[src/rtl/wb_stream_controller.sv]
// Wishbone classic controller: turns a valid/ready command stream into single read/write
// cycles, with bounded rty re-issue and a wait-state timeout, and returns one response per command.
module wb_stream_controller #(
    parameter int DAT_WIDTH      = 8,
    parameter int MAX_RETRY      = 3,
    parameter int TIMEOUT_CYCLES = 256
) (
    input  logic                 clk_i,
    input  logic                 rst_ni,
    input  logic                 cmd_valid_i,
    output logic                 cmd_ready_o,
    input  logic                 cmd_we_i,
    input  logic [DAT_WIDTH-1:0] cmd_dat_i,
    output logic                 rsp_valid_o,
    input  logic                 rsp_ready_i,
    output logic [DAT_WIDTH-1:0] rsp_dat_o,
    output logic [1:0]           rsp_status_o,
    output logic                 cyc_o,
    output logic                 stb_o,
    output logic                 we_o,
    output logic [DAT_WIDTH-1:0] dat_o,
    input  logic                 ack_i,
    input  logic                 err_i,
    input  logic                 rty_i,
    input  logic [DAT_WIDTH-1:0] dat_i
);
    localparam int RW = $clog2(MAX_RETRY + 2);
    localparam int WW = $clog2(TIMEOUT_CYCLES + 2);
    localparam logic [RW-1:0] RETRY_MAX = RW'(MAX_RETRY);
    localparam logic [WW-1:0] WAIT_LAST = WW'((TIMEOUT_CYCLES > 0) ? TIMEOUT_CYCLES - 1 : 0);

    localparam logic [1:0] ST_OK    = 2'b00;
    localparam logic [1:0] ST_ERR   = 2'b01;
    localparam logic [1:0] ST_RFAIL = 2'b10;
    localparam logic [1:0] ST_TMO   = 2'b11;

    typedef enum logic [1:0] {IDLE, REQ, BACKOFF, RSP} state_e;

    // Reset asserts asynchronously but releases on a clock edge.
    logic [1:0] rst_sync_q;
    logic       rst_n;

    always_ff @(posedge clk_i or negedge rst_ni) begin
        if (!rst_ni) rst_sync_q <= 2'b00;
        else         rst_sync_q <= {rst_sync_q[0], 1'b1};
    end
    assign rst_n = rst_sync_q[1];

    state_e               state_q, state_d;
    logic                 we_q, we_d;
    logic [DAT_WIDTH-1:0] dat_q, dat_d;
    logic [RW-1:0]        retry_q, retry_d;
    logic [WW-1:0]        wait_q, wait_d;
    logic [DAT_WIDTH-1:0] rsp_dat_q, rsp_dat_d;
    logic [1:0]           status_q, status_d;
    logic                 cyc_q, rsp_valid_q, ready_q;

    always_comb begin
        state_d   = state_q;
        we_d      = we_q;
        dat_d     = dat_q;
        retry_d   = retry_q;
        wait_d    = wait_q;
        rsp_dat_d = rsp_dat_q;
        status_d  = status_q;
        unique case (state_q)
            IDLE: begin
                if (cmd_valid_i && ready_q) begin
                    we_d    = cmd_we_i;
                    dat_d   = cmd_dat_i;
                    retry_d = '0;
                    wait_d  = '0;
                    state_d = REQ;
                end
            end
            REQ: begin
                // err outranks rty, which outranks ack
                if (err_i) begin
                    status_d  = ST_ERR;
                    rsp_dat_d = '0;
                    state_d   = RSP;
                end else if (rty_i) begin
                    if (retry_q < RETRY_MAX) begin
                        retry_d = retry_q + 1'b1;
                        state_d = BACKOFF;
                    end else begin
                        status_d  = ST_RFAIL;
                        rsp_dat_d = '0;
                        state_d   = RSP;
                    end
                end else if (ack_i) begin
                    status_d  = ST_OK;
                    rsp_dat_d = we_q ? '0 : dat_i;
                    state_d   = RSP;
                end else if (TIMEOUT_CYCLES != 0 && wait_q == WAIT_LAST) begin
                    status_d  = ST_TMO;
                    rsp_dat_d = '0;
                    state_d   = RSP;
                end else if (wait_q != '1) begin
                    wait_d = wait_q + 1'b1;
                end
            end
            BACKOFF: begin
                wait_d  = '0;
                state_d = REQ;
            end
            RSP: begin
                if (rsp_ready_i) state_d = IDLE;
            end
            default: state_d = IDLE;
        endcase
    end

    // Output flops are loaded from next-state so every port is a plain register.
    always_ff @(posedge clk_i or negedge rst_n) begin
        if (!rst_n) begin
            state_q     <= IDLE;
            we_q        <= 1'b0;
            dat_q       <= '0;
            retry_q     <= '0;
            wait_q      <= '0;
            rsp_dat_q   <= '0;
            status_q    <= ST_OK;
            cyc_q       <= 1'b0;
            rsp_valid_q <= 1'b0;
            ready_q     <= 1'b0;
        end else begin
            state_q     <= state_d;
            we_q        <= we_d;
            dat_q       <= dat_d;
            retry_q     <= retry_d;
            wait_q      <= wait_d;
            rsp_dat_q   <= rsp_dat_d;
            status_q    <= status_d;
            cyc_q       <= (state_d == REQ);
            rsp_valid_q <= (state_d == RSP);
            ready_q     <= (state_d == IDLE);
        end
    end

    assign cmd_ready_o  = ready_q;
    assign rsp_valid_o  = rsp_valid_q;
    assign rsp_dat_o    = rsp_dat_q;
    assign rsp_status_o = status_q;
    assign cyc_o        = cyc_q;
    assign stb_o        = cyc_q;
    assign we_o         = we_q;
    assign dat_o        = dat_q;

endmodule

[config.mk]
export PLATFORM = sky130hd
export DESIGN_NAME = wb_stream_controller
export DESIGN_NICKNAME = d
export VERILOG_FILES = /design/src/rtl/wb_stream_controller.sv
export SDC_FILE = /design/constraint.sdc
export NUM_CORES = 1
export LEC_CHECK = 0
export CORE_AREA = 4 4 63 65
export CTS_BUF_LIST = sky130_fd_sc_hd__clkbuf_8
export CTS_CLUSTER_SIZE = 40
export DETAILED_ROUTE_END_ITERATION = 10
export DIE_AREA = 0 0 67 69
export PLACE_DENSITY = 0.95
export REMOVE_ABC_BUFFERS = 1
export SYNTH_ARGS = -nofsm -noshare
export SYNTH_HDL_FRONTEND = slang
export SYNTH_SLANG_ARGS = --single-unit
[constraint.sdc]
create_clock -name clk_i -period 3.4 [get_ports clk_i]
set_input_delay 1.02 -clock clk_i [delete_from_list [all_inputs] [get_ports clk_i]]
set_output_delay 1.02 -clock clk_i [all_outputs]
set_load 0.02 [all_outputs]
==> results of run 1 <==
[final cells by class]
type                            instances  area, µm²
Fill cell                             217        987
Sequential cell                        38        951
Multi-Input combinational cell         94        714
Timing Repair Buffer                   49        483
Clock buffer                            6       82.6
Tap cell                               46       57.6
Inverter                               14       52.6
Clock inverter                          2       8.76
[logic make-up (layout without fill, tap and decap cells)]
group,after synthesis,count (layout),synth area share
AOI/OAI and AO/OA,26,26,0.102
adders and majority gates,4,4,0.0285
buffers and inverters,22,71,0.0562
DFF,38,38,0.541
muxes,25,25,0.151
other,1,1,0.00213
and+or+nand+nor,38,38,0.119
[report_power, final]
| group | switching (W) | internal, W | total (W) |
|---|---|---|---|
| clock | 0.000157 | 0.000161 | 0.000317 |
| combinational | 0.000368 | 0.000370 | 0.000738 |
| sequential | 0.000136 | 0.000592 | 0.000728 |
| total | 0.000660 | 0.00112 | 0.00178 |
[sequential cells by signal, indices dropped and copies added (netlist names)]
| register | count |
|---|---|
| wait_q | 9 |
| dat_o | 8 |
| rsp_dat_o | 8 |
| retry_q | 3 |
| rsp_status_o | 2 |
| rst_sync_q | 2 |
| state_q | 2 |
| cmd_ready_o | 1 |
| cyc_o | 1 |
| rsp_valid_o | 1 |
| we_o | 1 |
[metal layers]
layer | wire [µm] | track usage | up-vias | part of all wire
li1 | - | - | 638 | -
met1 | 1570 | 0.222 | 657 | 0.38
met2 | 2130 | 0.334 | 54 | 0.52
met3 | 324 | 0.0844 | 12 | 0.079
met4 | 88 | 0.0698 | 0 | 0.021
met5 | 0 | 0 | - | 0
[per-stage QoR]
stage	area (µm²)	setup WS, ps
floorplan	1710	730
global placement	2260	468
detailed placement	2260	438
CTS	2350	739
global route	2350	670
finish	2350	717
[cell usage in the layout (no fill, tap or decap), types with 3 or more instances in the layout]
master            n
o21ai_0           3
clkdlybuf4s50_1  46
ha_1              4
o22ai_1           3
o21bai_1          5
clkbuf_8          6
mux2_2           12
mux2i_1          13
buf_4             3
nand2_1          13
a21oi_1           5
nor4_1            3
inv_1            15
dfrtp_1          38
nand3_1           5
[worst max-delay path by stage]
| stage | startpoint | to | depth (start not counted) |
|---|---|---|---|
| 2_1_floorplan | cmd_valid_i | dat_o[0] | 2 |
| 3_3_place_gp | rty_i | rsp_status_o[1] | 4 |
| 3_5_place_dp | rty_i | rsp_status_o[1] | 4 |
| 4_1_cts | rty_i | rsp_status_o[1] | 4 |
| 5_1_grt | rty_i | rsp_status_o[1] | 4 |
| 6_report | rty_i | rsp_status_o[1] | 4 |
[critical path, cell delays in order]
cell             delay, ps
clkdlybuf4s50_1        500
or4_4                  640
o211a_1                340
mux2_2                 350
==> results.cfg, run 1 <==
[run_status]
status = complete, no violations

[logic_synthesis]
synth_largest_area_cell = dfrtp_1
yosysSeqAreaShare = 0.541
synthTopCellsByArea = dfrtp_1 (54%), mux2_2 (7.7%), mux2i_1 (7.4%), inv_1 (3.0%), ha_1 (2.8%)
synthArstFlopShare = 1.00
ys_ff_latch = 38
synth_cell_types = 38
synthesis.area_mm2 = 0.00176
yosysMostFrequentCell = dfrtp_1
synth_common_cells = dfrtp_1 (38), inv_1 (14), mux2i_1 (13), nand2_1 (13), mux2_2 (12)
yosys.area.top_type_share = 0.541
synth_warnings = 0
synth_edf_count = 0
syn_inst = 154
avgSynthCellArea_um2 = 11.4
ys.flop_type = dfrtp_1

[floorplanning]
core_area_mm2 = 0.00334
rows = 21
initial_core_util = 0.527
die_h_um = 69
pin_count = 47
die_area_mm2 = 0.00462
die_w_um = 67

[sta]
hold_viol = 0
setup_violations = 0
hold_ws_ps = 309
finalClockSkew_ps = 7.76
timing.fmax_mhz = 373
drv_slew = 0
period_share = 0.789
rsz0062_at_grt = false
final.min_clock_period_ps = 2680
worst_pin_slew_ps = 609
finalSetupTns_ps = 0
slew_headroom = 0.594

[clock_network]
cts_buffer_depth = 2
cts_tree = yes
clkSlewWorstSetupHoldPaths_ps = 80
cts-root-buf = clkbuf_8
clkLatencyLatePin_ps = 290
hold_buffers = 0
cts_made_buffers = 5
cts.htree.levels = 2
post-cts-setup-buffer-count = 0
cts_resized = 0
cts_sinks = 38

[power_and_ir_drop]
p_leak_nw = 0.990
ir_worst_vdd_mv = 0.561
power_density_mw_per_mm2 = 759
power_w = 0.00178

[detailed_routing]
dr.first_iter.drc_count = 100
num_vias = 1361
drt_first_pass_iters = 4
drc = 0
avgViaCountPerCell = 5.47
ant_nets = 0
wl_um = 4110
wl_per_cell_um = 16.5

[hold_path]
hold_class = flip-flop to asynchronous set/reset pin

[worst_setup_path]
r2r_slack_ps = 1020
worstSetupPathType = input pin to flip-flop
critPathArrivalTime_ps = 2850
cp-start-kind = input pin
r2r_cells = 7
cp-end-kind = flip-flop
reg2reg_from = wait_q[0]
regToRegEndpoint = rsp_status_o[1]
crit_fanout = 12
critPathRequiredTime_ps = 3570

[placed_design]
portBuffers = 46
placedCellCount = 241
gp_congestion = 0.721
hpwl_um = 2790

[global_routing]
track_usage = 0.199
grt-ovfl-total = 0
grt_pass1_wl_um = 7000
grt_pass1_vias = 1540
grt_max_degree = 37
antenna_found_initial = 0

[finish]
syn2layout_area_growth_pct = 33.7
final_layout_size_suffix_gt1_frac = 0.133
nNetsFinal = 230
antenna_cells = 0
post-route-util = 0.704
fin_cells = 249

[job]
cap_violations = 0
Note: power is estimated with default switching activity, not from simulation.
==> inputs of run 2 (changes only) <==
--- a/config.mk
+++ b/config.mk
@@ -5,12 +5,12 @@
 export SDC_FILE = /design/constraint.sdc
 export NUM_CORES = 1
 export LEC_CHECK = 0
-export CORE_AREA = 4 4 63 65
+export CORE_AREA = 4 4 68 70
 export CTS_BUF_LIST = sky130_fd_sc_hd__clkbuf_8
 export CTS_CLUSTER_SIZE = 40
 export DETAILED_ROUTE_END_ITERATION = 10
-export DIE_AREA = 0 0 67 69
-export PLACE_DENSITY = 0.95
+export DIE_AREA = 0 0 72 74
+export PLACE_DENSITY = 0.87
 export REMOVE_ABC_BUFFERS = 1
 export SYNTH_ARGS = -nofsm -noshare
 export SYNTH_HDL_FRONTEND = slang
==> constraint.sdc (replaced) <==
create_clock -name clk_i -period 2.3 [get_ports clk_i]
set_input_delay 0.69 -clock clk_i [delete_from_list [all_inputs] [get_ports clk_i]]
set_output_delay 0.69 -clock clk_i [all_outputs]
set_load 0.02 [all_outputs]
==> run 2 against run 1 <==
First-iteration DRC count decreased by 24%. Core utilization decreased by 9.4 points. Global-route usage decreased by 4.3 points. Via count increased by 1.2%. Die area increased by 15%. Clock skew decreased by 4.8 ps. Critical endpoint is now wait_q[3]. Clock-buffer cell count unchanged. Critical path type is now flip-flop to flip-flop.
==> results.cfg, run 2 (synthesized netlist as in run 1, its figures left out) <==
[finish]
syn2layout_area_growth_pct = 37.9
final_layout_size_suffix_gt1_frac = 0.173
post-route-util = 0.610
layout_common_cells = clkdlybuf4s50_1 (46), dfrtp_1 (38), inv_1 (14)
nNetsFinal = 237
largest_register_ffs = 9
antenna_cells = 0
top_register = wait_q
final_common_cell = clkdlybuf4s50_1
fin_cells = 258

[worst_setup_path]
regToRegEndpoint = wait_q[3]
endpoint = wait_q[3]
cp.depth = 7
critPathArrivalTime_ps = 2470
r2r_cells = 7
worstSetupPathType = flip-flop to flip-flop
critical_path.top_delay_family = simple AND/OR/NAND/NOR gates
critical-path-max-stage-delay_ps = 530
critPathLaunch = wait_q[0]
crit_chain = ha_2 -> nand2_1 -> nor3_1 -> ha_1 -> or4_4 -> or4_1 -> a21oi_1
cp-start-kind = flip-flop
crit_fanout = 12
path_buf_inv = 0
critPathRequiredTime_ps = 2510
cp_slowest_cell = or4_1
cp-end-kind = flip-flop
r2r_slack_ps = 50
reg2reg_from = wait_q[0]

[sta]
final.min_clock_period_ps = 2250
period_share = 0.980
hold_ws_ps = 150
rsz0062_at_grt = false
setup_violations = 0
drv_slew = 0
finalClockSkew_ps = 2.96
timing.fmax_mhz = 444
hold_viol = 0

[floorplanning]
die_h_um = 74
pin_count = 47
die_w_um = 72
rows = 23
core_area_mm2 = 0.00397
initial_core_util = 0.443
die_area_mm2 = 0.00533

[global_routing]
grt_pass1_vias = 1421
grt-ovfl-total = 0
grt_pass1_wl_um = 6410
antenna_found_initial = 0
track_usage = 0.156
grt_max_degree = 29

[power_and_ir_drop]
ir_worst_vdd_mv = 0.789
p_leak_nw = 1.02
p_switching_w = 0.000950
swShare = 0.354
combinationalPowerShare = 0.446
clkPwrFrac = 0.165
power_density_mw_per_mm2 = 1110
p_int_w = 0.00174
seqPwrFrac = 0.389

[placed_design]
gp_congestion = 0.718
placedCellCount = 252
portBuffers = 46
hpwl_um = 2840

[clock_network]
cts_made_buffers = 5
cts_tree = yes
cts.htree.levels = 2
clkSlewWorstSetupHoldPaths_ps = 70
clkLatencyLatePin_ps = 280
post-cts-setup-buffer-count = 0
cts_buffer_depth = 2
cts-root-buf = clkbuf_8
cts_sinks = 38

[detailed_routing]
dr.first_iter.drc_count = 76
ant_nets = 0
wl_um = 3810
drc = 0
drt_first_pass_iters = 4
wl_per_cell_um = 14.8
num_vias = 1377
avgViaCountPerCell = 5.34

[hold_path]
hold_class = flip-flop to asynchronous set/reset pin

[job]
cap_violations = 0

[run_status]
status = complete, no violations
-- run 2: changes by cell type in the layout (fill, tap and decap cells not counted), sizes merged --
cell | before | now
buf | 3 | 10
clkinv | 1 | 0
inv | 15 | 14
-- run 2: worst reg2reg max path: cells and delay by family, from the launching register on --
kind / cells / cell delay [ps]
simple gates: 4 / 1220
fa+ha+maj: 2 / 410
flops: 1 / 410
compound gates: 1 / 140
-- run 2: cell type report --
| type | instances | area, µm² |
|---|---|---|
| timing repair buffer | 56 | 548 |
| sequential | 38 | 951 |
| tap | 50 | 62.6 |
| multi-input combinational | 94 | 727 |
| inverter | 14 | 52.6 |
| clock buffer | 6 | 82.6 |
| fill | 303 | 1550 |
-- run 2: metrics by stage --
step / instance area [µm²] / power [W] / TNS [ps] / worst slack, ps
2_1_floorplan: 1710 / 0.00165 / -363 / -40.3
4_1_cts: 2410 / 0.00268 / 0 / 20.0
3_3_place_gp: 2330 / 0.00218 / -1300 / -173
5_1_grt: 2420 / 0.00286 / 0 / 17.7
3_5_place_dp: 2330 / 0.00223 / -2410 / -225
6_report: 2420 / 0.00269 / 0 / 46.3
-- run 2: metal layers --
layer  vias up  part of all wire  global-route usage
met5         -                 0                   0
met4         0             0.021              0.0647
met3        10             0.065              0.0527
met2        41              0.51               0.266
met1       675              0.40               0.181
li1        651                 -                   -
-- run 2: worst min path at each step --
stage	from	end	slack, ps	depth (start not counted)
final	rst_sync_q[1]	dat_o[1]	150	0
after global placement	rst_sync_q[1]	dat_o[4]	150	0
after floorplan	rst_sync_q[0]	rst_sync_q[1]	330	0
after detailed placement	rst_sync_q[1]	dat_o[4]	150	0
after CTS	rst_sync_q[1]	dat_o[4]	160	0
after global routing	rst_sync_q[1]	dat_o[4]	180	0
-- run 2: power by group through the flow --
stage | Sequential (W) | Clock, W | Combinational, W
after detailed placement | 0.00105 | 0 | 0.00118
after global placement | 0.00103 | 0 | 0.00115
final | 0.00104 | 0.000444 | 0.00120
after floorplan | 0.00123 | 0 | 0.000418
after CTS | 0.00104 | 0.000457 | 0.00119
after global routing | 0.00108 | 0.000490 | 0.00129
-- run 2: repair_timing --
item	CTS	global route
gates resized for setup	0	3
hold buffers	0	0
endpoints found under the setup margin	0	4
